### config.mk
export PLATFORM = sky130hd
export DESIGN_NAME = pipe_stage_reg
export DESIGN_NICKNAME = d
export VERILOG_FILES = /design/src/rtl/pipe_stage_reg.sv
export SDC_FILE = /design/constraint.sdc
export NUM_CORES = 1
export LEC_CHECK = 0
export ABC_AREA = 1
export CAP_MARGIN = 20
export CORE_ASPECT_RATIO = 0.6
export CORE_MARGIN = 4
export CORE_UTILIZATION = 56
export DETAILED_ROUTE_END_ITERATION = 12
export MAX_ROUTING_LAYER = met4
export PLACE_DENSITY = 0.86
export SKIP_LAST_GASP = 1
export SLEW_MARGIN = 0
export SYNTH_ARGS = -nofsm -noshare
export SYNTH_HDL_FRONTEND = slang
export SYNTH_SLANG_ARGS = --single-unit
### constraint.sdc
create_clock -name CLK -period 3.32 [get_ports CLK]
set_input_delay 0.664 -clock CLK [delete_from_list [all_inputs] [get_ports CLK]]
set_output_delay 0.664 -clock CLK [all_outputs]
set_load 0.02 [all_outputs]
### src/rtl/pipe_stage_reg.sv
// Inter-stage pipeline register with valid/ready handshake, one-entry skid buffer and synchronous flush.
// Optional saturating statistics counters are enabled by defining PIPE_STAGE_STATS_EN.
module pipe_stage_reg #(
   parameter int DATA_W    = 64,
   parameter int FLUSH_CLR = 1,
   parameter int CNT_W     = 32
) (
   input  logic              CLK,
   input  logic              nRST,
   input  logic              in_valid,
   output logic              in_ready,
   input  logic [DATA_W-1:0] in_data,
   input  logic              flush,
   output logic              out_valid,
   input  logic              out_ready,
   output logic [DATA_W-1:0] out_data,
   output logic [1:0]        occupancy
`ifdef PIPE_STAGE_STATS_EN
   ,
   output logic [CNT_W-1:0]  stall_cycles,
   output logic [CNT_W-1:0]  bubble_cycles,
   output logic [CNT_W-1:0]  flush_count
`endif
);

   logic              main_valid_q, main_valid_d;
   logic              skid_valid_q, skid_valid_d;
   logic [DATA_W-1:0] main_data_q, main_data_d;
   logic [DATA_W-1:0] skid_data_q, skid_data_d;
   logic              acc;
   logic              drn;

   // in_ready comes straight from a flop so out_ready never reaches upstream combinationally.
   assign in_ready  = !skid_valid_q;
   assign out_valid = main_valid_q;
   assign out_data  = main_data_q;
   assign occupancy = {1'b0, main_valid_q} + {1'b0, skid_valid_q};

   assign acc = in_valid & in_ready;
   assign drn = main_valid_q & out_ready;

   always_comb begin
      main_valid_d = main_valid_q;
      skid_valid_d = skid_valid_q;
      main_data_d  = main_data_q;
      skid_data_d  = skid_data_q;
      if (flush) begin
         main_valid_d = 1'b0;
         skid_valid_d = 1'b0;
         if (FLUSH_CLR != 0) begin
            main_data_d = '0;
            skid_data_d = '0;
         end
      end else begin
         case ({main_valid_q, skid_valid_q})
            2'b00: begin
               if (acc) begin
                  main_valid_d = 1'b1;
                  main_data_d  = in_data;
               end
            end
            2'b10: begin
               if (acc && drn) begin
                  main_data_d = in_data;
               end else if (acc) begin
                  skid_valid_d = 1'b1;
                  skid_data_d  = in_data;
               end else if (drn) begin
                  main_valid_d = 1'b0;
               end
            end
            2'b11: begin
               if (drn) begin
                  main_data_d  = skid_data_q;
                  skid_valid_d = 1'b0;
               end
            end
            default: begin
               // Skid without main is unreachable; recover to empty.
               main_valid_d = 1'b0;
               skid_valid_d = 1'b0;
            end
         endcase
      end
   end

   always_ff @(posedge CLK or negedge nRST) begin
      if (!nRST) begin
         main_valid_q <= 1'b0;
         skid_valid_q <= 1'b0;
         main_data_q  <= '0;
         skid_data_q  <= '0;
      end else begin
         main_valid_q <= main_valid_d;
         skid_valid_q <= skid_valid_d;
         main_data_q  <= main_data_d;
         skid_data_q  <= skid_data_d;
      end
   end

`ifdef PIPE_STAGE_STATS_EN
   logic [CNT_W-1:0] stall_q;
   logic [CNT_W-1:0] bubble_q;
   logic [CNT_W-1:0] flush_cnt_q;

   // Counters saturate at all-ones and are cleared only by reset, never by flush.
   always_ff @(posedge CLK or negedge nRST) begin
      if (!nRST) begin
         stall_q     <= '0;
         bubble_q    <= '0;
         flush_cnt_q <= '0;
      end else begin
         if (main_valid_q && !out_ready && (stall_q != '1))
            stall_q <= stall_q + CNT_W'(1);
         if (!main_valid_q && (bubble_q != '1))
            bubble_q <= bubble_q + CNT_W'(1);
         if (flush && (flush_cnt_q != '1))
            flush_cnt_q <= flush_cnt_q + CNT_W'(1);
      end
   end

   assign stall_cycles  = stall_q;
   assign bubble_cycles = bubble_q;
   assign flush_count   = flush_cnt_q;
`else
   if (CNT_W < 1) begin : g_cnt_w_chk
      $error("CNT_W must be at least 1");
   end
`endif

endmodule

## Yosys cells after proc, flatten, opt, wreduce, memory -nomap -nowiden

Cells that the tools add are included.
W data, S select, Z words.

- Flip-flop bits (word level): 130
- Input bits: 69
- Output and inout bits: 68

- Add/sub/neg operators: 1
- Equality and inequality tests: 12
- Muxes and demuxes: 17
- Bitwise gates (word level): 2
- Reduce and logical (&&, ||, !) cells: 10

Operators by type and width:

| operator | number |
|---|---|
| $mux W64 | 7 |
| $pmux W64 S3 | 1 |
| $ne A3 B3 Y1 const B | 7 |
| $reduce_and A4 Y1 | 2 |
| $mux W1 | 7 |
| $ne A2 B2 Y1 const B | 3 |
| $pmux W1 S3 | 2 |
| $reduce_and A5 Y1 | 1 |
| $eq A2 B2 Y1 const B | 2 |
| $reduce_bool A2 Y1 | 2 |
| $reduce_bool A4 Y1 | 1 |
| $reduce_and A3 Y1 | 1 |
| $add A1 B1 Y2 | 1 |
| $and A1 B1 Y1 | 2 |
| $logic_not A2 Y1 | 1 |
| $logic_and A1 B1 Y1 | 1 |
| $logic_not A1 Y1 | 1 |

## Logic depth before layout (Yosys ltp)

Gate-level depths: netlist (run 1).

- Depth after elaboration: 6
- Gate-level depth with buffers: 10
- Depth with buffers taken out: 9

## Worst setup path before layout (run 1)

Ideal clock, no wire load.

- Path type: register to register
- Start point: register main_valid_q, in the netlist out_valid
- End point: register main_data_q[0], in the netlist out_data[0]
- Library setup time: 0.121 ns
- Arrival: 1.706 ns
- Required time: 3.199 ns
- Path slack: 1.493 ns
- Stages on the path, launching flop included: 9
- Clock period less this slack: 1.827 ns
- Cell sequence: dfrtp_1 ha_1 buf_2 buf_6 nand3_2 nand3_2 buf_2 o21bai_1 nand2_1

- Cells in the longest elaborated chain, start to end: 4
- Elaborated cells between the ends (all ways): 12

Ends and longest elaborated chain:

| item | RTL line | source |
|---|---|---|
| from (decl) | 26 | `logic main_valid_q, main_valid_d;` |
| from (signal assigned) | 94 | `main_valid_q <= main_valid_d;` |
| $and A1 B1 Y1 | 40 | `assign drn = main_valid_q & out_ready;` |
| $logic_and A1 B1 Y1 | 63 | `if (acc && drn) begin` |
| $ne A3 B3 Y1 (no source line) | -- |  |
| $reduce_and A4 Y1 (no source line) | -- |  |
| to (signal assigned) | 96 | `main_data_q <= main_data_d;` |
| to (decl) | 28 | `logic [DATA_W-1:0] main_data_q, main_data_d;` |

Parallel ways exist; a longest one is shown, timed or not.
A chain may end at the register's enable or synchronous reset.

## Worst setup path after layout (run 1)

- Start point: register main_valid_q, in the netlist out_valid
- End point: output port occupancy[0]

- Cells in the longest elaborated chain, start to end: 1

Ends and longest elaborated chain:

| item | RTL line | source |
|---|---|---|
| $add A1 B1 Y2 | 37 | `assign occupancy = {1'b0, main_valid_q} + {1'b0, skid_valid_q};` |
| to (decl) | 17 | `output logic [1:0] occupancy` |

No other way between the ends.

==> results of run 1 <==
-- metal layers --
metal / share of wire (%) / up-vias / global-route usage (%) / routed length (µm)
met4: 1.1 / 0 / 7.46 / 201
met3: 8.9 / 24 / 7.19 / 1560
li1: - / 2914 / - / -
met1: 46 / 2903 / 37.7 / 8030
met2: 44 / 270 / 39.5 / 7820
met5: 0 / - / - / 0
-- power by group --
part / total [µW] / leakage, µW / switching (µW) / internal (µW)
clock: 2050 / 0.000313 / 686 / 1370
sequential: 2430 / 0.00169 / 316 / 2110
combinational: 3240 / 0.00249 / 1880 / 1360
total: 7720 / 0.00449 / 2880 / 4840
-- layout make-up --
type,instances,area share [%]
Inverter,114,4.94
Sequential cell,130,37.5
Clock buffer,21,5.30
Multi-Input combinational cell,530,30.7
Clock inverter,10,2.09
Timing Repair Buffer,147,17.2
Tap cell,160,2.31
-- sequential cells by signal, summed over array words and instances (netlist names) --
register / count
out_data: 64
skid_data_q: 64
out_valid: 1
skid_valid_q: 1
-- worst register-to-register path: stages (launching register included) --
cell,delay (ps)
dfrtp_1,530
ha_4,230
buf_4,740
o21ai_0,270
a21oi_1,200
nand3_1,100
nand2_1,90
-- worst max-delay path by stage --
stage | start | slack [ps] | to
floorplan | out_valid | 1490 | out_data[0]
global placement | out_ready | 580 | out_data[49]
detailed placement | flush | 660 | skid_data_q[47]
CTS | out_valid | 730 | occupancy[0]
global route | out_valid | 670 | occupancy[0]
finish | out_valid | 750 | occupancy[0]
-- logic make-up after synthesis --
group,Yosys count
flops,130
simple gates,318
buf+inv,180
compound gates,209
fa+ha+maj,3
-- cells in the final DEF, fill, tap and decap left out, drive strengths merged --
cell / n
nor2: 59
clkinv: 5
o21ai: 106
nand4: 1
nand3: 132
a21oi: 39
dfrtp: 130
clkbuf: 21
bufinv: 5
clkinvlp: 1
o21bai: 64
nand2: 126
buf: 12
clkdlybuf4s50: 135
ha: 3
inv: 113
-- stage by stage --
| stage | instance area [µm²] | power [µW] |
|---|---|---|
| 2_1_floorplan | 6670 | 4300 |
| 3_3_place_gp | 8020 | 5590 |
| 3_5_place_dp | 8040 | 5660 |
| 4_1_cts | 8680 | 7740 |
| 5_1_grt | 8680 | 8170 |
| 6_report | 8680 | 7720 |
==> qor.yml, run 1 <==
ys_top_cells_by_area: "dfrtp_1 (49%), nand3_1 (9.8%), o21ai_0 (8.0%), o21bai_1 (7.2%), nand2_1 (7.0%)"
powerDensity_nw_per_um2: 889
setup_violations: 0
crit_slowest_cell: "clkdlybuf4s50_1"
synthAdderAreaFrac_pct: 0.563
setup_tns_ps: 0
fmax_mhz: 389
dr.pass1.iters: 6
drc: 0
worstSetupPathType: "reg2out"
drv_cap: 0
syn_area_per_cell_um2: 7.94
finalCritPeriodShare_pct: 77.4
syn-cell-area_um2: 6670
final_core_util_pct: 75.6
regArea_um2: 3250
nets: 1012
clockRootBuffer: "clkbuf_16"
yosysTopAreaCell: "dfrtp_1"
worstSkewPairLatency_ps: 410
syn-num-nets: 912
portBuffers: 136
ff2ff_path_depth: 6
yosys_most_used_dff: "dfrtp_1"
grt_max_degree: 104
cts_setup_buffers: 0
synth_top_family_by_area: "simple AND/OR/NAND/NOR gates"
grt_antenna_before_repair: 0
cts_tree: "done"
viasPerCell: 5.50
min_period_ps: 2570
r2r_end: "out_data[14]"
hold_viol: 0
drt.antenna.violating_nets: 0
relSlewSlack_pct: 35.7
wirelength_um: 17600
seq_area_frac_synth_pct: 48.8
fin_skew_ps: 7.64
multi_input_area_um2: 2660
status: "completed"
clock-sinks: 130
synth_cell_types: 19
synth-xor-area-share_pct: 0
worst-path-buf-inv: 2
dieArea_um2: 13800
ys_ff_latch: 130
critPathTopFamily: "buffers and inverters"
post-place-ws_ps: 660
yosys.area_share.simple_pct: 20.9
arrival_ps: 1900
path_max_fanout: 6
synth_top_area_share_pct: 48.8
initial_utilization_pct: 58.1
max_stage_delay_ps: 600
num_rows: 30
hpwl_um: 10600
worstSetupEndpointType: "output port"
grt.overflow.total: 0
worstMarginPinSlew_ps: 965
wl_per_cell_um: 15.8
grt_pass1_wl_um: 29200
synth_edf_count: 0
crit_cells: 3
p_leak_uw: 0.00449
rsz0062_at_grt: "false"
fillers: 833
diodes: 0
gp_congestion: 0.815
reg2reg_slack_ps: 1110
crit_chain: "inv_1, ha_1, clkdlybuf4s50_1"
num_vias: 6111
drive_gt1_share_pct: 5.67
ys_warn_count: 0
ys_top_cells_by_count: "dfrtp_1 (130), nand3_1 (130), nand2_1 (124)"
cp-start-kind: "flop"
io-pin-count: 137
die-height_um: 92.5
cts_max_level: 4
stdcell_count: 1112
regToRegStartpoint: "out_valid"
drt_iter0_markers: 522
dpl.cell_count: 1081
ir_drop_mv: 0.594
core_um2: 11500
fp.dieW_um: 149
hp-class: "in2async"
cts_buffers: 17
async_reset_ff_share_pct: 100
synthMuxAreaShare_pct: 0
slew_viol_final: 0
grt_pass1_vias: 5918
grtUsageTotal_pct: 27.0
synth_cells: 840
path_clk_slew_ps: 60
setup_ws_ps: 752
whs_ps: 232
clk_path_buf_depth: 2
hold_buffers: 0
area_growth_pct: 30.2
synth_compound_area_share_pct: 18.1
post_cts_resized: 0
required_ps: 2660
Power figures use the tool's default switching activity.
==> run 2: changes to the inputs <==
Settings changed: CORE_UTILIZATION 56 to 52, PLACE_DENSITY 0.86 to 0.81.
Clock period 3.32 ns to 2.5 ns, I/O delays scaled along.
==> run 2 against run 1 <==
Against the previous run:
- critical path type unchanged
- die area grew 7.1%
- hold slack lost 220 ps
- highest routed layer unchanged
- power rose by 27%
- routed wire length rose by 0.49%
- utilization fell by 5.0 points
- clock skew down 0.88 ps
- combinational power up 35%
- non-clock buffer count grew 7
==> qor.yml, run 2 (synthesis results as in run 1) <==
status: "completed"
grt_antenna_before_repair: 1  # +1
powerDensity_nw_per_um2: 1130  # +27%
grtUsageTotal_pct: 25.2  # -1.8 points
drive_gt1_share_pct: 6.67  # +0.99 points
wirelength_um: 17700  # +0.49%
finalCritPeriodShare_pct: 97.0
core_um2: 12300  # +7.0%
grt_max_degree: 68  # -35%
worstMarginPinSlew_ps: 848  # -117 ps
required_ps: 2000  # -660 ps
drt_iter0_markers: 491  # -5.9%
viasPerCell: 5.41  # -1.5%
relSlewSlack_pct: 43.4  # +7.8 points
num_rows: 31  # +3.3%
cp-start-kind: "flop"
setup_violations: 0  # unchanged
drc: 0  # unchanged
path_clk_slew_ps: 60  # about the same
busiest_layer: "met1"
dieArea_um2: 14800  # +7.1%
use_met1_pct: 36.5  # -1.2 points
portBuffers: 136  # unchanged
clock-sinks: 130  # unchanged
p_clk_share_pct: 22.7  # -3.9 points
cts_buffers: 17  # unchanged
cts_setup_buffers: 0  # unchanged
p_int_uw: 5940  # +23%
final_core_util_pct: 70.6  # -5.0 points
wl_per_cell_um: 15.7  # -0.76%
hp-class: "in2async"
hold_buffers: 0  # unchanged
dr.pass1.iters: 5  # -1
p_seq_share_pct: 32.9  # +1.5 points
die-height_um: 95.7  # +3.4%
clockRootBuffer: "clkbuf_16"
cts_tree: "done"
grt_pass1_vias: 5738  # -3.0%
final_common_cell: "clkdlybuf4s50_1"
ir_drop_mv: 0.638  # +7.4%
grt_pass1_wl_um: 28900  # -0.76%
fin_skew_ps: 6.76  # -0.882 ps
drv_cap: 0  # unchanged
nets: 1019  # +0.69%
io-pin-count: 137  # unchanged
rsz0062_at_grt: "false"
initial_utilization_pct: 54.3  # -3.8 points
cts_max_level: 4  # unchanged
post_cts_resized: 0  # unchanged
fmax_mhz: 412
area_growth_pct: 30.1  # about the same
path_max_fanout: 6  # unchanged
switchingPower_uw: 3880  # +34%
ff2ff_path_depth: 9  # +3
worstSkewPairLatency_ps: 410  # about the same
clk_path_buf_depth: 2  # unchanged
p_sw_share_pct: 39.5  # +2.1 points
slew_viol_final: 0  # unchanged
worstSetupEndpointType: "output port"
gp_congestion: 0.865  # +6.1%
setup_tns_ps: 0  # unchanged
met2_usage_pct: 36.1  # -3.4 points
worstSetupPathType: "reg2out"
power_frac_comb_pct: 44.5  # +2.5 points
hold_viol: 0  # unchanged
use_met3_pct: 6.24  # -0.94 points
arrival_ps: 1920  # +20 ps
hpwl_um: 11300  # +6.9%
num_vias: 6096  # -0.25%
min_period_ps: 2420
grt.overflow.total: 0  # unchanged
final_cell_mix: "clkdlybuf4s50_1 (135), nand3_1 (130), dfrtp_1 (130)"
p_leak_uw: 0.00448  # -0.25%
drt.antenna.violating_nets: 0  # unchanged
fp.dieW_um: 154  # +3.6%
[run 2: cell types whose count changed in the layout (fill, tap and decap cells not counted), moves of 2 or more]
cell / change
bufinv_16: -5
clkbuf_1: -2
clkinvlp_4: +5
clkinv_2: +3
buf_4: +3
buf_12: +3
[run 2: metrics by stage]
stage / cells / hold WS [ps] / total power (µW) / cell area, µm² / setup slack, ps
2_1_floorplan: 840 / 204 / 5710 / 6670 / 673
3_3_place_gp: 1092 / 463 / 7510 / 8130 / 361
3_5_place_dp: 1092 / 466 / 7580 / 8130 / 295
4_1_cts: 1124 / 31.6 / 9850 / 8660 / 31.5
5_1_grt: 1126 / 48.1 / 10400 / 8680 / 21.0
6_report: 1126 / 14.3 / 9820 / 8680 / 75.5
[run 2: power by group through the flow]
stage | Sequential (µW) | Clock (µW) | Combinational (µW)
after floorplan | 3820 | 0 | 1890
after detailed placement | 3240 | 0 | 4340
after global routing | 3310 | 2360 | 4740
after global placement | 3230 | 0 | 4280
final | 3230 | 2230 | 4370
after CTS | 3220 | 2250 | 4380
[run 2: final timing paths]
path | from | endpoint | slack [ps]
setup / recovery | out_valid | occupancy[0] | 80
hold / removal | nRST | out_data[33] | 10
setup reg to reg | skid_valid_q | out_data[47] | 440
hold reg to reg | skid_data_q[2] | skid_data_q[2] | 480
max in group asynchronous | nRST | skid_data_q[47] | 1760
min in group CLK | skid_data_q[2] | skid_data_q[2] | 480
[run 2: cell type report]
type                    count  area, µm²
multi-input cells         530       2660
diodes                      1       2.50
repair buffers            154       1590
clock buffers              18        439
flip-flops and latches    130       3250
inverters                 114        429
well taps                 165        206
clock inverters            14       92.6
fillers                   958       3620
[run 2: critical path: stages (launching register included)]
cell             delay (ps)
dfrtp_1                 490
inv_1                    80
ha_1                    320
clkdlybuf4s50_1         620
[run 2: per-layer routing]
layer  wire [µm]  part of all wire (%)
met5           0                     0
met4         179                   1.0
met3        1510                   8.5
met2        7620                    43
met1        8380                    47
